`src/rtl/pipe_reg_chain.sv`:
```
// ---------------------------------------------------------------------------
// pipe_reg_chain
//
// Purpose:
//   Multi-stage register pipeline with valid/ready flow control for the
//   upscaler datapath. Each of the DEPTH stages holds a WIDTH-bit data word
//   and a valid bit. An empty stage (bubble) is always refilled from the
//   stage behind it, even while downstream stalls, so the chain only pushes
//   back upstream once every stage holds a word. A synchronous flush drops
//   every word in flight. A registered occupancy count tracks how many
//   stages hold valid words.
//
// Parameters:
//   WIDTH     - data bits per stage (>= 1)
//   DEPTH     - number of register stages (>= 1); latency when unstalled
//   RESET_VAL - value loaded into every data register on reset
//   CNT_W     - width of the occupancy output (derived from DEPTH)
//
// Ports:
//   clk       in   rising-edge clock
//   rst_n     in   asynchronous active-low reset
//   flush     in   synchronous clear of all stage valid bits
//   in_valid  in   upstream word present
//   in_data   in   upstream word (ignored when in_valid = 0)
//   in_ready  out  stage 0 can accept a word this cycle
//   out_valid out  last stage holds a word (registered)
//   out_data  out  last-stage word (registered)
//   out_ready in   downstream accepts the presented word
//   occupancy out  number of stages holding a valid word (registered)
// ---------------------------------------------------------------------------
module pipe_reg_chain #(
  parameter int               WIDTH     = 8,
  parameter int               DEPTH     = 3,
  parameter logic [WIDTH-1:0] RESET_VAL = '0,
  localparam int              CNT_W     = $clog2(DEPTH + 1)
) (
  input  logic             clk,
  input  logic             rst_n,
  input  logic             flush,
  input  logic             in_valid,
  input  logic [WIDTH-1:0] in_data,
  output logic             in_ready,
  output logic             out_valid,
  output logic [WIDTH-1:0] out_data,
  input  logic             out_ready,
  output logic [CNT_W-1:0] occupancy
);

  // Stage storage. Index 0 is the input side, DEPTH-1 drives the outputs.
  logic [DEPTH-1:0] v;
  logic [WIDTH-1:0] d [DEPTH];

  // r[i] = stage i may load this cycle; r[DEPTH] is the downstream ready.
  logic [DEPTH:0]   r;
  logic             chain;

  // What each stage would load: the previous stage, or the upstream port.
  logic [DEPTH-1:0] src_v;
  logic [WIDTH-1:0] src_d [DEPTH];

  logic             accept;
  logic             deliver;
  logic [CNT_W-1:0] occ;

  // Ready chain, walked from the output side back to the input side.
  // A stage can load if it is empty or if the stage in front of it can
  // move on. Rather than feeding r back into itself, a running OR of
  // "some stage at or after i is empty, or downstream is ready" is
  // accumulated, which is the same function without a self-dependent
  // vector.
  always_comb begin
    chain    = out_ready;
    r        = '0;
    r[DEPTH] = out_ready;
    for (int i = DEPTH - 1; i >= 0; i--) begin
      chain = chain | ~v[i];
      r[i]  = chain;
    end
  end

  // Source selection for every stage. Stage 0 takes the upstream port;
  // every later stage takes the stage just behind it.
  always_comb begin
    src_v    = '0;
    src_v[0] = in_valid;
    for (int i = 0; i < DEPTH; i++) begin
      src_d[i] = in_data;
    end
    for (int i = 1; i < DEPTH; i++) begin
      src_v[i] = v[i-1];
      src_d[i] = d[i-1];
    end
  end

  // Handshake qualifiers. Flush masks in_ready so nothing is accepted in
  // the flush cycle; a delivery that coincides with a flush is overridden
  // by the flush clearing the occupancy count below.
  always_comb begin
    in_ready = r[0] & ~flush;
    accept   = in_valid & in_ready;
    deliver  = v[DEPTH-1] & out_ready;
  end

  // Valid bits. Flush clears every stage but leaves the data registers
  // alone. Otherwise a ready stage copies the valid bit of its source,
  // which is how bubbles travel forward and get squeezed out when the
  // head of the chain is stalled.
  always_ff @(posedge clk or negedge rst_n) begin
    if (!rst_n) begin
      v <= '0;
    end else if (flush) begin
      v <= '0;
    end else begin
      for (int i = 0; i < DEPTH; i++) begin
        if (r[i]) begin
          v[i] <= src_v[i];
        end
      end
    end
  end

  // Data registers. A stage only captures data when a real word moves in,
  // so an empty bubble passing through never clobbers the last word seen.
  // This keeps out_data steady while the last stage is stalled or empty.
  always_ff @(posedge clk or negedge rst_n) begin
    if (!rst_n) begin
      for (int i = 0; i < DEPTH; i++) begin
        d[i] <= RESET_VAL;
      end
    end else if (!flush) begin
      for (int i = 0; i < DEPTH; i++) begin
        if (r[i] && src_v[i]) begin
          d[i] <= src_d[i];
        end
      end
    end
  end

  // Occupancy counter. It moves up on an accept alone and down on a
  // delivery alone; an accept and a delivery in the same cycle cancel.
  // Flush wins over both and empties the count together with the valid
  // bits, so the count always matches the number of set valid bits.
  always_ff @(posedge clk or negedge rst_n) begin
    if (!rst_n) begin
      occ <= '0;
    end else if (flush) begin
      occ <= '0;
    end else if (accept && !deliver) begin
      occ <= occ + CNT_W'(1);
    end else if (deliver && !accept) begin
      occ <= occ - CNT_W'(1);
    end
  end

  // Registered outputs come straight from the last stage.
  always_comb begin
    out_valid = v[DEPTH-1];
    out_data  = d[DEPTH-1];
    occupancy = occ;
  end

endmodule

```
`config.mk`:
```
export PLATFORM = sky130hd
export DESIGN_NAME = pipe_reg_chain
export DESIGN_NICKNAME = d
export VERILOG_FILES = /design/src/rtl/pipe_reg_chain.sv
export SDC_FILE = /design/constraint.sdc
export NUM_CORES = 1
export LEC_CHECK = 0
export ABC_AREA = 1
export CAP_MARGIN = 10
export CORE_AREA = 2 2 53 55
export DETAILED_ROUTE_END_ITERATION = 16
export DIE_AREA = 0 0 55 57
export PLACE_DENSITY = 0.85
export SYNTH_ARGS = -nofsm -noshare
export SYNTH_HDL_FRONTEND = slang
export SYNTH_SLANG_ARGS = --single-unit
```
`constraint.sdc`:
```
create_clock -name clk -period 4.08 [get_ports clk]
set_clock_uncertainty 0.2 [all_clocks]
set_input_delay 0.408 -clock clk [delete_from_list [all_inputs] [get_ports clk]]
set_output_delay 0.408 -clock clk [all_outputs]
set_load 0.01 [all_outputs]
```
==> metrics.txt <==
status=complete, no violations; period utilisation layout=between 50 and 60%; Placer Congestion=0.741; final critical-path required period=2.38 ns; area growth from synthesis to layout=21.1%; average size of a mapped cell=10.7 sq um; filler cell count in the final layout=228; clock transition at the registers of the reported paths=~0.09 ns; number of remaining DRC errors=0; I/O Buffers=24; commonest non-fill, non-tap cells in the layout=29 x dfrtp_1, 24 x clkdlybuf4s50_1, 21 x nand2_1; worst max-slew margin expressed relative to the limit=between 30% and 40%; final wirelength=around 2.2 mm; core region area=about 2600 sq um; number of hold buffers added after cts=0; number of cell rows=19; vias in the first global route=about 860; mean routed wirelength per cell=about 13 microns; Initial Util=about half; cell area power density=between 400 and 500 nW/um^2; global-route wire length before repair=between 3 and 4 mm; highest cell delay on the worst timing path=0.53 ns; HP Class=reg2reg; number of vias after detailed routing=approximately 860; Root Driver=clkbuf_4; endpoint of the lowest-slack register-to-register path=occupancy[1]; area of all placed cells without fillers=about 1600 sq um; total negative slack=0 ns; Worst Path Class, Setup=in2out; ratio of cells with drive above 1 in the final layout=about 22%; kind of end point of the critical path=output pin; transition time of the tightest slew-check pin=~0.96 ns; crit path max fanout=6; launching point of the worst reg2reg path=v[2]; number of clock sinks=29; total of endpoints with negative setup slack in the final report=0; largest net degree at the start of global routing=22; TritonCTS buffer count=5; number of antenna cells inserted=0; share of the yosys chip area belonging to registers=between 50% and 60%; Achievable Freq=420 MHz; number of antenna violations at the first check in global routing=0; cell count of the worst hold path=2; Total Die Area=3140 sq um; overall fraction of global-route tracks in use=between 10% and 20%; commonest non-fill, non-tap cell in the layout=dfrtp_1; most frequent cell on the critical path=clkdlybuf4s50_1; clock tree from TritonCTS=yes; Critical-path top delay cell=clkdlybuf4s50_1; static leakage power=between 0.7 and 0.8 nW; Final #Nets=about 160; crit-path cells=clkdlybuf4s50_1 > inv_2 > nand2_1 > inv_1 > clkdlybuf4s50_1; unrepaired setup endpoints after global routing=false; via count normalized by instance count=approximately 5; number of max-capacitance violations reported=0; vertical die dimension=~57 microns; Synthesis Warnings=0; count of antenna-violating nets left after detailed routing=0; deepest clock path buffer count=2; category of the worst setup path launch point=input port; worst reg-to-reg path cell count=7; worst hold slack across all endpoints=just under 0.3 ns; I/O Pins=25; synthesized flop and latch total=29; Mapped Nets=~140; Post-CTS Setup Bufs=0; final hold violation count=0; count of instances resized after the clock tree is built=0; count of mapped cells out of synthesis=roughly 120; maximum vdd ir drop=283 uV; worst endpoint data arrival time=~1.8 ns; register-to-register path setup slack=between 2 and 3 ns; number of DRC markers in iteration 0=8; max-slew violations=0; synth unique cells=18; start point of the worst min-delay path=d[15]; clock latency reported for the late side of the worst-skew pair=around 0.32 ns; Synth Cell Area=approximately 1300 sq um; Pre-Repair DR Iteration Count=4; width of the die=around 55 microns; HPWL reported at the end of detailed placement=roughly 1.7 mm; H-tree depth reported by CTS=2; leftover overflow at the end of global routing=0; WHS Endpoint=d[15]; Worst EP required=approximately 3.5 ns; instance area at placement=between 1500 and 2000 sq um
==> how the worst max path moves through the flow <==
stage / from / to / slack (ns) / cells past startpoint
5_1_grt: flush / in_ready / 1.63 / 5
2_1_floorplan: out_ready / out_data[0] / 2.68 / 4
4_1_cts: flush / in_ready / 1.69 / 5
3_3_place_gp: flush / in_ready / 1.76 / 5
3_5_place_dp: flush / in_ready / 1.69 / 5
6_report: flush / in_ready / 1.70 / 5
==> routing by layer <==
| layer | GRT usage, % | vias to the layer above | wire [microns] |
|---|---|---|---|
| li1 | - | 422 | - |
| met1 | 24.1 | 416 | 954 |
| met2 | 27.2 | 18 | 1140 |
| met3 | 4.71 | 5 | 82 |
| met4 | 8.36 | 0 | 47 |
| met5 | 0 | - | 0 |
==> final cells by class <==
type                            instances  area [sq um]  area share (%)
Sequential cell                        29           726            46.1
Multi-Input combinational cell         67           432            27.4
Timing Repair Buffer                   25           248            15.7
Clock buffer                            7          65.1            4.13
Inverter                               16          60.1            3.82
Tap cell                               31          38.8            2.46
Clock inverter                          1          5.00           0.318
==> synthesized netlist by cell type <==
cell type | instances | area (sq um)
nand2_2 | 1 | 6.26
nand4_1 | 1 | 6.26
a21oi_1 | 9 | 45.0
nand3_4 | 2 | 35.0
mux2_2 | 8 | 90.1
nand2_1 | 21 | 78.8
inv_1 | 15 | 56.3
buf_6 | 2 | 22.5
nand4_4 | 1 | 21.3
inv_2 | 1 | 3.75
buf_4 | 8 | 60.1
dfrtp_1 | 29 | 726
nand3_2 | 1 | 10.0
xor2_1 | 1 | 8.76
o21ai_0 | 2 | 10.0
a21oi_2 | 1 | 8.76
nor2_1 | 11 | 41.3
o21ai_2 | 8 | 70.1
==> critical path, delay by kind of cell <==
kind,cells,cell delay [ns]
buffers and inverters,4,1.28
and+or+nand+nor,1,0.08
==> through the flow <==
| step | instances | power (mW) | worst slack, ns | utilization [%] |
|---|---|---|---|---|
| 2_1_floorplan | 122 | 0.502 | 2.68 | - |
| 3_3_place_gp | 168 | 0.549 | 1.76 | 57.5 |
| 3_5_place_dp | 168 | 0.565 | 1.69 | 57.5 |
| 4_1_cts | 176 | 0.758 | 1.69 | 60.2 |
| 5_1_grt | 176 | 0.796 | 1.63 | 60.2 |
| 6_report | 176 | 0.747 | 1.70 | 60.2 |
==> power breakdown <==
group | switching [mW] | internal, mW
registers | 0.0300 | 0.344
clock network | 0.0929 | 0.0997
logic | 0.0768 | 0.104
==> cell families after synthesis <==
kind of cell / count (synthesis) / synth area share [%]
compound gates: 20 / 10.3
xor+xnor: 1 / 0.674
buf+inv: 26 / 11.0
flops: 29 / 55.8
mux: 8 / 6.93
simple gates: 38 / 15.3
==> registers in the layout (all words and copies together), names as in the netlist <==
name       flops
d             16
out_data       8
v              3
occupancy      2
Power figures use the tool's default switching activity.
